**src/rtl/am_lock_ctrl_if.sv**
```systemverilog
// Strobe bundle between amdetector and the per-lane AM lock controller.
// Every strobe is a single-cycle pulse; there is no ready, so the receiver must act in the cycle it sees it.
interface am_lock_ctrl_if;
  logic       in_isam;
  logic [2:0] in_am_field;
  logic       in_corrupt_am;
  logic       in_fec_frame_start;
  logic       relock;
  logic       am_lock;
  logic [2:0] lane_id;
  logic       am_expected;
  logic       am_err;
  logic       lock_lost;
  logic       fec_frame_start_out;
  logic [1:0] state;

  modport master (
    output in_isam, in_am_field, in_corrupt_am, in_fec_frame_start, relock,
    input  am_lock, lane_id, am_expected, am_err, lock_lost, fec_frame_start_out, state
  );

  modport slave (
    input  in_isam, in_am_field, in_corrupt_am, in_fec_frame_start, relock,
    output am_lock, lane_id, am_expected, am_err, lock_lost, fec_frame_start_out, state
  );
endinterface

```
**src/rtl/am_lock_ctrl.sv**
```systemverilog
// Per-lane alignment-marker lock controller: SEARCH/VERIFY/LOCKED against a fixed AM spacing.
module am_lock_ctrl #(
  parameter int AM_PERIOD = 5406720,
  parameter int VALID_N   = 2,
  parameter int MISS_N    = 4
) (
  input  logic          fullclk,
  input  logic          rst_n,
  am_lock_ctrl_if.slave bus
);
  localparam int CW = $clog2(AM_PERIOD);
  localparam int GW = $clog2(VALID_N + 1);
  localparam int BW = $clog2(MISS_N + 1);
  localparam logic [CW-1:0] SLOT_V = CW'(AM_PERIOD - 1);

  typedef enum logic [1:0] {SEARCH = 2'd0, VERIFY = 2'd1, LOCKED = 2'd2} state_t;

  state_t        state_q, state_d;
  logic [CW-1:0] cnt_q, cnt_d;
  logic [GW-1:0] good_q, good_d;
  logic [BW-1:0] bad_q, bad_d;
  logic [2:0]    lane_q, lane_d;
  logic          lock_q, exp_q, err_q, lost_q, fec_q;
  logic          exp_d, err_d, lost_d, fec_d;
  logic          slot, good_am, lane_ok;

  assign slot    = (cnt_q == SLOT_V);
  assign good_am = bus.in_isam & ~bus.in_corrupt_am;
  assign lane_ok = (bus.in_am_field == lane_q);

  always_comb begin
    state_d = state_q;
    cnt_d   = cnt_q;
    good_d  = good_q;
    bad_d   = bad_q;
    lane_d  = lane_q;
    exp_d   = 1'b0;
    err_d   = 1'b0;
    lost_d  = 1'b0;
    if (bus.relock) begin
      // Forced resync wins over slot evaluation, so no am_err is raised here.
      state_d = SEARCH;
      cnt_d   = '0;
      good_d  = '0;
      bad_d   = '0;
      lost_d  = (state_q == LOCKED);
    end else begin
      case (state_q)
        VERIFY: begin
          if (slot) begin
            exp_d = 1'b1;
            cnt_d = '0;
            if (good_am && lane_ok) begin
              if (good_q + GW'(1) >= GW'(VALID_N)) begin
                state_d = LOCKED;
                good_d  = GW'(VALID_N);
                bad_d   = '0;
              end else begin
                good_d = good_q + GW'(1);
              end
            end else begin
              // The failing AM is deliberately not reused as a fresh anchor.
              err_d   = 1'b1;
              state_d = SEARCH;
              good_d  = '0;
            end
          end else begin
            cnt_d = cnt_q + CW'(1);
          end
        end
        LOCKED: begin
          if (slot) begin
            exp_d = 1'b1;
            cnt_d = '0;
            if (good_am && lane_ok) begin
              bad_d = '0;
            end else begin
              err_d = 1'b1;
              if (bad_q + BW'(1) >= BW'(MISS_N)) begin
                state_d = SEARCH;
                lost_d  = 1'b1;
                bad_d   = '0;
                good_d  = '0;
              end else begin
                bad_d = bad_q + BW'(1);
              end
            end
          end else begin
            cnt_d = cnt_q + CW'(1);
          end
        end
        default: begin
          // SEARCH, and the unused encoding which is folded back into SEARCH.
          state_d = SEARCH;
          cnt_d   = '0;
          if (good_am) begin
            lane_d  = bus.in_am_field;
            good_d  = GW'(1);
            bad_d   = '0;
            state_d = (VALID_N == 1) ? LOCKED : VERIFY;
          end
        end
      endcase
    end
    fec_d = bus.in_fec_frame_start & (state_q == LOCKED) & (state_d == LOCKED);
  end

  always_ff @(posedge fullclk or negedge rst_n) begin
    if (!rst_n) begin
      state_q <= SEARCH;
      cnt_q   <= '0;
      good_q  <= '0;
      bad_q   <= '0;
      lane_q  <= '0;
      lock_q  <= 1'b0;
      exp_q   <= 1'b0;
      err_q   <= 1'b0;
      lost_q  <= 1'b0;
      fec_q   <= 1'b0;
    end else begin
      state_q <= state_d;
      cnt_q   <= cnt_d;
      good_q  <= good_d;
      bad_q   <= bad_d;
      lane_q  <= lane_d;
      lock_q  <= (state_d == LOCKED);
      exp_q   <= exp_d;
      err_q   <= err_d;
      lost_q  <= lost_d;
      fec_q   <= fec_d;
    end
  end

  assign bus.am_lock             = lock_q;
  assign bus.lane_id             = lane_q;
  assign bus.am_expected         = exp_q;
  assign bus.am_err              = err_q;
  assign bus.lock_lost           = lost_q;
  assign bus.fec_frame_start_out = fec_q;
  assign bus.state               = state_q;
endmodule

```
**src/flat_wrapper.sv**
```systemverilog
// flat-port wrapper written by rule: the top's interface ports become plain ports
module am_lock_ctrl_flat 
#(
  parameter int AM_PERIOD = 5406720,
  parameter int VALID_N   = 2,
  parameter int MISS_N    = 4
)
  (fullclk, rst_n, bus_in_isam, bus_in_am_field, bus_in_corrupt_am, bus_in_fec_frame_start, bus_relock, bus_am_lock, bus_lane_id, bus_am_expected, bus_am_err, bus_lock_lost, bus_fec_frame_start_out, bus_state);
  am_lock_ctrl_if bus_i ();
  input  logic fullclk;
  input  logic rst_n;
  input wire logic [$bits(bus_i.in_isam)-1:0] bus_in_isam;
  input wire logic [$bits(bus_i.in_am_field)-1:0] bus_in_am_field;
  input wire logic [$bits(bus_i.in_corrupt_am)-1:0] bus_in_corrupt_am;
  input wire logic [$bits(bus_i.in_fec_frame_start)-1:0] bus_in_fec_frame_start;
  input wire logic [$bits(bus_i.relock)-1:0] bus_relock;
  output wire logic [$bits(bus_i.am_lock)-1:0] bus_am_lock;
  output wire logic [$bits(bus_i.lane_id)-1:0] bus_lane_id;
  output wire logic [$bits(bus_i.am_expected)-1:0] bus_am_expected;
  output wire logic [$bits(bus_i.am_err)-1:0] bus_am_err;
  output wire logic [$bits(bus_i.lock_lost)-1:0] bus_lock_lost;
  output wire logic [$bits(bus_i.fec_frame_start_out)-1:0] bus_fec_frame_start_out;
  output wire logic [$bits(bus_i.state)-1:0] bus_state;
  assign bus_i.in_isam = bus_in_isam;
  assign bus_i.in_am_field = bus_in_am_field;
  assign bus_i.in_corrupt_am = bus_in_corrupt_am;
  assign bus_i.in_fec_frame_start = bus_in_fec_frame_start;
  assign bus_i.relock = bus_relock;
  assign bus_am_lock = bus_i.am_lock;
  assign bus_lane_id = bus_i.lane_id;
  assign bus_am_expected = bus_i.am_expected;
  assign bus_am_err = bus_i.am_err;
  assign bus_lock_lost = bus_i.lock_lost;
  assign bus_fec_frame_start_out = bus_i.fec_frame_start_out;
  assign bus_state = bus_i.state;
  am_lock_ctrl #(.AM_PERIOD(AM_PERIOD), .VALID_N(VALID_N), .MISS_N(MISS_N)) u_core (.fullclk(fullclk), .rst_n(rst_n), .bus(bus_i));
endmodule
```
**config.mk**
```make
export PLATFORM = sky130hd
export DESIGN_NAME = am_lock_ctrl_flat
export DESIGN_NICKNAME = d
export VERILOG_FILES = /design/src/rtl/am_lock_ctrl_if.sv /design/src/rtl/am_lock_ctrl.sv /design/src/flat_wrapper.sv
export SDC_FILE = /design/constraint.sdc
export NUM_CORES = 1
export LEC_CHECK = 0
export BUFFER_PORTS_ARGS = -buffer_cell sky130_fd_sc_hd__buf_4
export CAP_MARGIN = 0
export CORE_AREA = 3 3 60 68
export DETAILED_ROUTE_END_ITERATION = 12
export DIE_AREA = 0 0 63 71
export PLACE_DENSITY = 0.78
export SLEW_MARGIN = 10
export SYNTH_ARGS = -nofsm -noshare
export SYNTH_HDL_FRONTEND = slang
export SYNTH_SLANG_ARGS = --single-unit
```
**constraint.sdc**
```tcl
create_clock -name fullclk -period 2.95 [get_ports fullclk]
set_input_delay 0.59 -clock fullclk [delete_from_list [all_inputs] [get_ports fullclk]]
set_output_delay 0.59 -clock fullclk [all_outputs]
set_load 0.005 [all_outputs]
```
==> impl_metrics.env, run 1 <==
export IMPL_outcome="complete, no violations"
export IMPL_cts_sinks=38
export IMPL_hold_class="primary input to asynchronous set/reset pin"
export IMPL_grt_antenna_before_repair=0
export IMPL_finalMaxSlewViolations=0
export IMPL_placed_area_um2=2160
export IMPL_core_area_um2=3540
export IMPL_ant_nets=0
export IMPL_yosys_area_share_xor_xnor=0.111
export IMPL_final_area_um2=2240
export IMPL_layout_nets=234
export IMPL_fp_dieH_um=71
export IMPL_r2r_slack_ns=0.59
export IMPL_period_minus_slack_ns=2.36
export IMPL_worst_hold_slack_ns=0.269
export IMPL_power_density_nw_per_um2=422
export IMPL_area_growth_pct=13.0
export IMPL_switchingPower_uw=211
export IMPL_irDropWorstVdd_v=0.000337
export IMPL_cp_required_ns=3.15
export IMPL_crit_slowest_cell="or4b_4"
export IMPL_dp_hpwl_um=2640
export IMPL_crit_start="u_core.cnt_q[15]"
export IMPL_path_cells="or4b_4 > nor4_4 > o211ai_2 > a221o_1 > nor3_1"
export IMPL_p_comb_frac=0.085
export IMPL_wl_per_cell_um=13.7
export IMPL_tns_ns=0
export IMPL_max_freq_ghz=0.424
export IMPL_rr_worst_depth=5
export IMPL_drive_above_1_share=0.150
export IMPL_start_kind="register"
export IMPL_postSynthCellCount=200
export IMPL_syn_area_um2=1980
export IMPL_final_common_cell="dfrtp_1"
export IMPL_worstSetupPathType="register to register"
export IMPL_clock_path_buffers=2
export IMPL_reg2reg_from="u_core.cnt_q[15]"
export IMPL_synth_nets=214
export IMPL_clkTransAtPathRegs_ns=0.07
export IMPL_grt_overflow=0
export IMPL_final_hold_viol_count=0
export IMPL_max_stage_delay_ns=0.58
export IMPL_die_w_um=63
export IMPL_critical_path_buf_inv_count=0
export IMPL_track_usage=0.185
export IMPL_port_buffers=18
export IMPL_yosys_area_share_adder=0.0316
export IMPL_cp_depth=5
export IMPL_post_cts_buffers=0
export IMPL_total_power_uw=945
export IMPL_worst_slew_pin_slew_ns=0.601
export IMPL_setup_viol=0
export IMPL_clock_latency_ns=0.28
export IMPL_ys_warnings_count=0
export IMPL_start_util=0.560
export IMPL_finalWeightedCongestion=0.844
export IMPL_num_fill_cells=297
export IMPL_synth_edf_count=0
export IMPL_io_pins=19
export IMPL_max_slew_margin_rel=0.599
export IMPL_drt_first_pass_iters=5
export IMPL_grt_max_degree=39
export IMPL_worst_r2r_endpoint="u_core.bus.am_lock"
export IMPL_ys_ff_latch=38
export IMPL_yosys_area_share_simple=0.268
export IMPL_die_area_um2=4470
export IMPL_synth_cell_type_count=40
export IMPL_layout_common_cells="dfrtp_1, nor2_1, buf_4, xor2_1, nand2_1"
export IMPL_p_int_uw=734
export IMPL_yosysSeqAreaShare=0.480
export IMPL_synth_avg_cell_area_um2=9.90
export IMPL_vias=1498
export IMPL_swShare=0.223
export IMPL_diodes=0
export IMPL_drv_cap=0
export IMPL_grt_pass1_vias=1458
export IMPL_setup_ws_ns=0.590
export IMPL_cts_root_buf="clkbuf_8"
export IMPL_dp_slack_ns=0.626
export IMPL_path_delay_family="simple AND/OR/NAND/NOR gates"
export IMPL_drcViolationCount=0
export IMPL_p_leak_uw=0.000962
export IMPL_viasPerCell=5.55
export IMPL_cts_tree="built"
export IMPL_drt_total_wl_um=3690
export IMPL_cp_arrival_ns=2.56
export IMPL_period_share=0.800
export IMPL_h_tree_depth=2
export IMPL_synth_compound_area_frac=0.0600
export IMPL_crit_path_end_kind="register"
export IMPL_synth_top_family_by_area="simple AND/OR/NAND/NOR gates"
export IMPL_synthMuxAreaShare=0.0272
export IMPL_worstPathMaxFanout=9
export IMPL_grt_pass1_wl_um=6530
export IMPL_p_seq_frac=0.572
export IMPL_numCtsBuffers=5
export IMPL_power_frac_clock=0.344
export IMPL_cts_hold_buffers=0
export IMPL_async_reset_ff_frac=1.00
export IMPL_fin_skew_ns=0.00528
export IMPL_cts_resized=0
export IMPL_drt_iter0_markers=50
export IMPL_ys_flop_type="dfrtp_1"
export IMPL_fp_row_count=23
export IMPL_rsz0062_at_grt="false"
export IMPL_endpoint="u_core.bus.am_lock"
through the flow:
| step | instances | util |
|---|---|---|
| after detailed placement | 263 | 0.610 |
| after CTS | 270 | 0.632 |
| final | 270 | 0.632 |
| after global placement | 263 | 0.610 |
| after global routing | 270 | 0.632 |
| after floorplan | 200 | - |
cell type report:
type / instances / area, µm² / area share
Inverter: 5 / 18.8 / 0.00839
Sequential cell: 38 / 951 / 0.425
Tap cell: 50 / 62.6 / 0.0280
Multi-Input combinational cell: 151 / 986 / 0.441
Clock buffer: 7 / 76.3 / 0.0341
Timing Repair Buffer: 19 / 143 / 0.0638
synth_stat cells, drive strengths merged (3+ instances only):
| master | number | area [µm²] |
|---|---|---|
| xor2 | 14 | 123 |
| inv | 5 | 18.8 |
| clkbuf | 4 | 15.0 |
| dfrtp | 38 | 951 |
| mux2 | 3 | 33.8 |
| nand4 | 7 | 43.8 |
| nor3 | 11 | 55.1 |
| and3 | 6 | 37.5 |
| and2 | 3 | 20.0 |
| nand2 | 13 | 48.8 |
| nor2 | 31 | 116 |
| ha | 5 | 62.6 |
| and4 | 5 | 43.8 |
| xnor2 | 11 | 96.3 |
| nand3 | 12 | 60.1 |
| a31oi | 3 | 18.8 |
how the worst min path moves through the flow:
stage | end | depth (start not counted) | slack (ns)
after floorplan | u_core.bad_q[0] | 0 | 0.29
after global placement | u_core.cnt_q[0] | 1 | 0.47
after detailed placement | u_core.cnt_q[0] | 1 | 0.48
after CTS | u_core.cnt_q[18] | 1 | 0.27
after global routing | u_core.cnt_q[0] | 1 | 0.30
final | u_core.cnt_q[0] | 1 | 0.27
metal layers:
metal | share of wire | up-vias | global-route usage
met1 | 0.44 | 723 | 0.240
met4 | 0.013 | 0 | 0.0833
li1 | - | 743 | -
met2 | 0.51 | 25 | 0.288
met3 | 0.035 | 7 | 0.0508
met5 | 0 | - | 0
registers in the layout, summed over array words and instances, names as in the netlist, 2 cells and up:
signal and cells:
u_core.cnt_q 23, u_core.bad_q 3, u_core.good_q 2, u_core.bus.state 2, u_core.bus.lane_id 3
power groups by stage:
stage | logic (µW) | clock network [µW] | registers (µW)
after floorplan | 39.5 | 0 | 550
after global placement | 79.3 | 0 | 550
after detailed placement | 80.9 | 0 | 550
after CTS | 81.2 | 339 | 540
after global routing | 91.4 | 358 | 541
final | 79.9 | 325 | 540
logic make-up after synthesis:
kind of cell | count (synthesis)
mux | 5
simple gates | 100
fa+ha+maj | 5
xor+xnor | 25
flops | 38
buf+inv | 11
compound gates | 16
(Power assumes the default switching activity.)
==> run 2, diff against run 1 <==
==> constraint.sdc (replaced) <==
create_clock -name fullclk -period 2.2 [get_ports fullclk]
set_input_delay 0.44 -clock fullclk [delete_from_list [all_inputs] [get_ports fullclk]]
set_output_delay 0.44 -clock fullclk [all_outputs]
set_load 0.005 [all_outputs]
==> run 2 against run 1 <==
Effect of this change: power up 40%; sequential power up 34%; combinational power up 40%; core utilization up 2.5 points; flip-flop and latch count unchanged; die area unchanged; routed wire length up 8.7%; largest cell class unchanged.
==> impl_metrics.env, run 2 (same netlist as run 1, synthesis figures left out) <==
export IMPL_drive_above_1_share=0.188
export IMPL_max_freq_ghz=0.469
export IMPL_clock_path_buffers=2
export IMPL_fp_dieH_um=71
export IMPL_max_slew_margin_rel=0.685
export IMPL_power_density_nw_per_um2=570
export IMPL_drv_cap=0
export IMPL_vias=1565
export IMPL_viasPerCell=5.61
export IMPL_crit_path_end_kind="register"
export IMPL_worstSetupPathType="register to register"
export IMPL_largest_register="u_core.cnt_q"
export IMPL_num_fill_cells=288
export IMPL_outcome="complete, no violations"
export IMPL_r2r_slack_ns=0.07
export IMPL_final_hold_viol_count=0
export IMPL_cts_root_buf="clkbuf_8"
export IMPL_start_util=0.560
export IMPL_fin_skew_ns=0.00748
export IMPL_final_common_cell="dfrtp_1"
export IMPL_drt_iter0_markers=69
export IMPL_clkTransAtPathRegs_ns=0.07
export IMPL_finalMaxSlewViolations=0
export IMPL_total_power_uw=1330
export IMPL_clock_latency_ns=0.29
export IMPL_crit_start="u_core.cnt_q[15]"
export IMPL_wl_per_cell_um=14.4
export IMPL_cts_resized=0
export IMPL_numCtsBuffers=5
export IMPL_cts_sinks=38
export IMPL_fp_row_count=23
export IMPL_tns_ns=0
export IMPL_die_area_um2=4470
export IMPL_start_kind="register"
export IMPL_register_area_um2=951
export IMPL_drt_total_wl_um=4010
export IMPL_worstPathMaxFanout=7
export IMPL_h_tree_depth=2
export IMPL_period_share=0.968
export IMPL_grt_pass1_vias=1630
export IMPL_area_growth_pct=17.4
export IMPL_reg2reg_from="u_core.cnt_q[15]"
export IMPL_diodes=0
export IMPL_ant_nets=0
export IMPL_grt_max_degree=39
export IMPL_largest_reg_flops=23
export IMPL_finalWeightedCongestion=0.919
export IMPL_worst_hold_slack_ns=0.101
export IMPL_grt_antenna_before_repair=0
export IMPL_grt_pass1_wl_um=7320
export IMPL_port_buffers=18
export IMPL_rsz0062_at_grt="true"
export IMPL_core_area_um2=3540
export IMPL_multi_input_area_um2=986
export IMPL_setup_viol=0
export IMPL_die_w_um=63
export IMPL_grt_overflow=0
export IMPL_p_leak_uw=0.00102
export IMPL_layout_common_cells="dfrtp_1, nor2_1, buf_4, xor2_1, nand2_1"
export IMPL_drt_first_pass_iters=4
export IMPL_cp_required_ns=2.41
export IMPL_cp_arrival_ns=2.34
export IMPL_irDropWorstVdd_v=0.000484
export IMPL_dp_hpwl_um=2910
export IMPL_cts_tree="built"
export IMPL_final_util=0.657
export IMPL_worst_r2r_endpoint="u_core.bus.fec_frame_start_out"
export IMPL_layout_nets=242
export IMPL_io_pins=19
export IMPL_worst_slew_pin_slew_ns=0.473
export IMPL_track_usage=0.207
export IMPL_rr_worst_depth=6
export IMPL_drcViolationCount=0
export IMPL_hold_class="primary input to asynchronous set/reset pin"
export IMPL_period_minus_slack_ns=2.13
==> run 2: final cells by class <==
cell class,count,area share
clock buffers,7,0.0371
repair buffers,27,0.0926
well taps,50,0.0269
inverters,5,0.00807
flip-flops and latches,38,0.409
multi-input cells,151,0.424
clock inverters,1,0.00215
==> run 2: through the flow <==
| stage | instance area [µm²] | instances | setup WS (ns) |
|---|---|---|---|
| 2_1_floorplan | 1980 | 200 | 0.121 |
| 3_3_place_gp | 2230 | 270 | 0.104 |
| 3_5_place_dp | 2230 | 270 | 0.0481 |
| 4_1_cts | 2320 | 278 | 0.0239 |
| 5_1_grt | 2320 | 279 | -0.0448 |
| 6_report | 2320 | 279 | 0.0693 |
==> run 2: critical path, cell delays in order, from the launching register on <==
cell      delay, ns
dfrtp_1        0.39
or4b_4         0.56
nor4_4         0.28
buf_4          0.19
o211ai_2       0.08
a221o_1        0.35
nor3_1         0.19
==> run 2: where the power goes <==
part           internal [µW]  switching [µW]  total [µW]
logic                   56.0            56.2         112
clock network            253             236         489
registers                712            12.2         725
total                   1020             305        1330
==> run 2: worst max path at each step <==
stage                                                 to  slack [ns]  cells past startpoint
final                     u_core.bus.fec_frame_start_out        0.07                      6
after global routing      u_core.bus.fec_frame_start_out       -0.04                      6
after CTS                 u_core.bus.fec_frame_start_out        0.02                      5
after detailed placement  u_core.bus.fec_frame_start_out        0.05                      5
after global placement    u_core.bus.fec_frame_start_out        0.10                      5
after floorplan           u_core.bus.fec_frame_start_out        0.12                      5
==> run 2: per-layer routing <==
| metal | GRT usage | part of all wire | routed length, µm | vias up |
|---|---|---|---|---|
| li1 | - | - | - | 759 |
| met1 | 0.237 | 0.41 | 1660 | 752 |
| met2 | 0.367 | 0.52 | 2080 | 45 |
| met3 | 0.0556 | 0.050 | 200 | 9 |
| met4 | 0.0809 | 0.017 | 67 | 0 |
| met5 | 0 | 0 | 0 | - |
==> run 2: what timing repair did <==
item	in CTS	in global routing
hold buffers	0	0
endpoints found under the setup margin	0	26
setup buffers	0	1
==> run 3, diff against run 2 <==
--- a/config.mk
+++ b/config.mk
@@ -7,10 +7,10 @@
 export LEC_CHECK = 0
 export BUFFER_PORTS_ARGS = -buffer_cell sky130_fd_sc_hd__buf_4
 export CAP_MARGIN = 0
-export CORE_AREA = 3 3 60 68
+export CORE_AREA = 3 3 63 71
 export DETAILED_ROUTE_END_ITERATION = 12
-export DIE_AREA = 0 0 63 71
-export PLACE_DENSITY = 0.78
+export DIE_AREA = 0 0 66 74
+export PLACE_DENSITY = 0.75
 export SLEW_MARGIN = 10
 export SYNTH_ARGS = -nofsm -noshare
 export SYNTH_HDL_FRONTEND = slang
==> constraint.sdc (replaced) <==
create_clock -name fullclk -period 1.93 [get_ports fullclk]
set_input_delay 0.386 -clock fullclk [delete_from_list [all_inputs] [get_ports fullclk]]
set_output_delay 0.386 -clock fullclk [all_outputs]
set_load 0.005 [all_outputs]
==> run 3 against run 2 <==
Effect of this change: clock power rose by 4.5%; the run now ends with negative setup slack left; flip-flop and latch count did not move; largest power group unchanged; non-clock buffer count is 16 higher; global-route usage shrank 1.9 points; combinational power rose by 20%; power is 11% higher; via count increased by 1.2%; setup slack got worse by 0.17 ns; count of clock-buffer cells in the layout unchanged; die area grew 9.2%; clock skew decreased by 0.00094 ns; highest routed layer unchanged; sequential share of layout area is 2.7 points lower.
==> impl_metrics.env, run 3 (same netlist as run 1, synthesis figures left out) <==
export IMPL_outcome="finished with violations"
export IMPL_violations="negative setup slack"
export IMPL_numCtsBuffers=5
export IMPL_clock_latency_ns=0.29
export IMPL_drv_cap=0
export IMPL_rsz0062_at_grt="true"
export IMPL_worstSetupPathType="register to register"
export IMPL_drt_iter0_markers=73
export IMPL_setup_ws_ns=-0.101
export IMPL_wl_per_cell_um=13.7
export IMPL_total_power_uw=1470
export IMPL_drcViolationCount=0
export IMPL_start_kind="register"
export IMPL_cp_arrival_ns=2.21
export IMPL_critical_path_buf_inv_count=1
export IMPL_swShare=0.233
export IMPL_port_buffers=18
export IMPL_final_common_cell="buf_4"
export IMPL_final_area_um2=2490
export IMPL_grt_overflow=0
export IMPL_p_leak_uw=0.00110
export IMPL_finalMaxSlewViolations=0
export IMPL_start_util=0.511
export IMPL_final_cell_count_no_fill=296
export IMPL_cts_root_buf="clkbuf_8"
export IMPL_cts_hold_buffers=0
export IMPL_diodes=0
export IMPL_cts_tree="built"
export IMPL_io_pins=19
export IMPL_area_growth_pct=25.7
export IMPL_fp_row_count=24
export IMPL_crit_slowest_cell="or4b_4"
export IMPL_path_cells="or4b_4 > nor4_4 > buf_6 > a31oi_4 > or2_1 > a31o_2"
export IMPL_fin_skew_ns=0.00654
export IMPL_dpl_cell_count=287
export IMPL_clkTransAtPathRegs_ns=0.07
export IMPL_ant_nets=0
export IMPL_layout_nets=258
export IMPL_worst_slew_pin_slew_ns=0.465
export IMPL_period_share=1.05
export IMPL_drt_total_wl_um=4050
export IMPL_vias=1583
export IMPL_switchingPower_uw=343
export IMPL_largest_reg_flops=23
export IMPL_hold_class="primary input to asynchronous set/reset pin"
export IMPL_worst_hold_slack_ns=0.0504
export IMPL_final_hold_viol_count=0
export IMPL_setup_viol=26
export IMPL_path_delay_family="simple AND/OR/NAND/NOR gates"
export IMPL_cp_required_ns=2.11
export IMPL_h_tree_depth=2
export IMPL_fp_dieH_um=74
export IMPL_finalWeightedCongestion=0.926
export IMPL_placed_area_um2=2340
export IMPL_core_area_um2=3870
export IMPL_drive_above_1_share=0.262
export IMPL_largest_register="u_core.cnt_q"
export IMPL_period_minus_slack_ns=2.03
export IMPL_cts_sinks=38
export IMPL_grt_pass1_wl_um=7020
export IMPL_dp_hpwl_um=2860
export IMPL_max_freq_ghz=0.492
export IMPL_max_stage_delay_ns=0.56
export IMPL_grt_antenna_before_repair=0
export IMPL_met3_usage=0.0408
export IMPL_grt_pass1_vias=1614
export IMPL_layout_common_cells="buf_4, dfrtp_1, nor2_1, xor2_1"
export IMPL_track_usage=0.188
export IMPL_p_seq_frac=0.561
export IMPL_use_met1=0.220
export IMPL_max_slew_margin_rel=0.690
export IMPL_dp_slack_ns=-0.103
export IMPL_die_w_um=66
export IMPL_gr_usage_met2=0.336
export IMPL_grt_max_degree=39
export IMPL_grt_busiest_layer="met2"
export IMPL_worstPathMaxFanout=7
export IMPL_viasPerCell=5.35
export IMPL_die_area_um2=4880
export IMPL_clock_path_buffers=2
export IMPL_p_comb_frac=0.091
export IMPL_drt_first_pass_iters=4
export IMPL_p_int_uw=1130
export IMPL_irDropWorstVdd_v=0.000447
export IMPL_power_density_nw_per_um2=592
export IMPL_crit_path_end_kind="register"
export IMPL_power_frac_clock=0.347
[run 3: cell types whose count changed in the layout (fill, tap and decap cells not counted), moves of 2 or more]
cell / delta
a31oi_1: -2
a31oi_4: +2
buf_4: +15
nor3_2: +2
nor3_1: -2
[run 3: per-stage QoR]
step	utilization	TNS, ns
after floorplan	-	-0.299
after global placement	0.604	-0.124
after detailed placement	0.604	-0.301
after CTS	0.629	-0.348
after global routing	0.643	-3.17
final	0.643	-0.583
[run 3: cell type report]
class / count / area, µm²
well taps: 52 / 65.1
fillers: 316 / 1380
multi-input cells: 151 / 1040
inverters: 5 / 18.8
repair buffers: 43 / 339
clock buffers: 7 / 76.3
flip-flops and latches: 38 / 951
[run 3: worst reg2reg max path: cells and delay by family (launching register included)]
kind | cells | cell delay [ns]
AO/OA/AOI/OAI | 2 | 0.32
buffers and inverters | 1 | 0.17
flip-flops | 1 | 0.38
AND/OR/NAND/NOR | 3 | 1.06
[run 3: timing repair]
item	in CTS	in global routing
setup endpoints to repair	28	31
pin swaps	3	12
resized for setup	3	9
buffers inserted	1	1
[run 3: final timing paths]
| path | slack, ns | from | to | depth (start not counted) |
|---|---|---|---|---|
| setup / recovery | -0.10 | u_core.cnt_q[15] | u_core.bad_q[0] | 6 |
| hold / removal | 0.05 | rst_n | u_core.cnt_q[9] | 1 |
| setup reg to reg | -0.10 | u_core.cnt_q[15] | u_core.bad_q[0] | 6 |
| hold reg to reg | 0.54 | u_core.cnt_q[0] | u_core.cnt_q[0] | 2 |
| max in group asynchronous | 1.55 | rst_n | u_core.bus.am_err | 1 |
| min in group fullclk | 0.33 | bus_relock | u_core.good_q[0] | 2 |
[run 3: metal layers]
metal	up-vias	part of all wire
met3	10	0.040
met1	756	0.42
met4	0	0.023
li1	786	-
met2	31	0.52
met5	-	0
[run 3: power by group through the flow]
stage | Sequential, µW | Clock, µW | Combinational, µW
5_1_grt | 828 | 557 | 149
3_3_place_gp | 840 | 0 | 130
4_1_cts | 826 | 523 | 133
2_1_floorplan | 841 | 0 | 61.0
3_5_place_dp | 841 | 0 | 132
6_report | 827 | 511 | 134
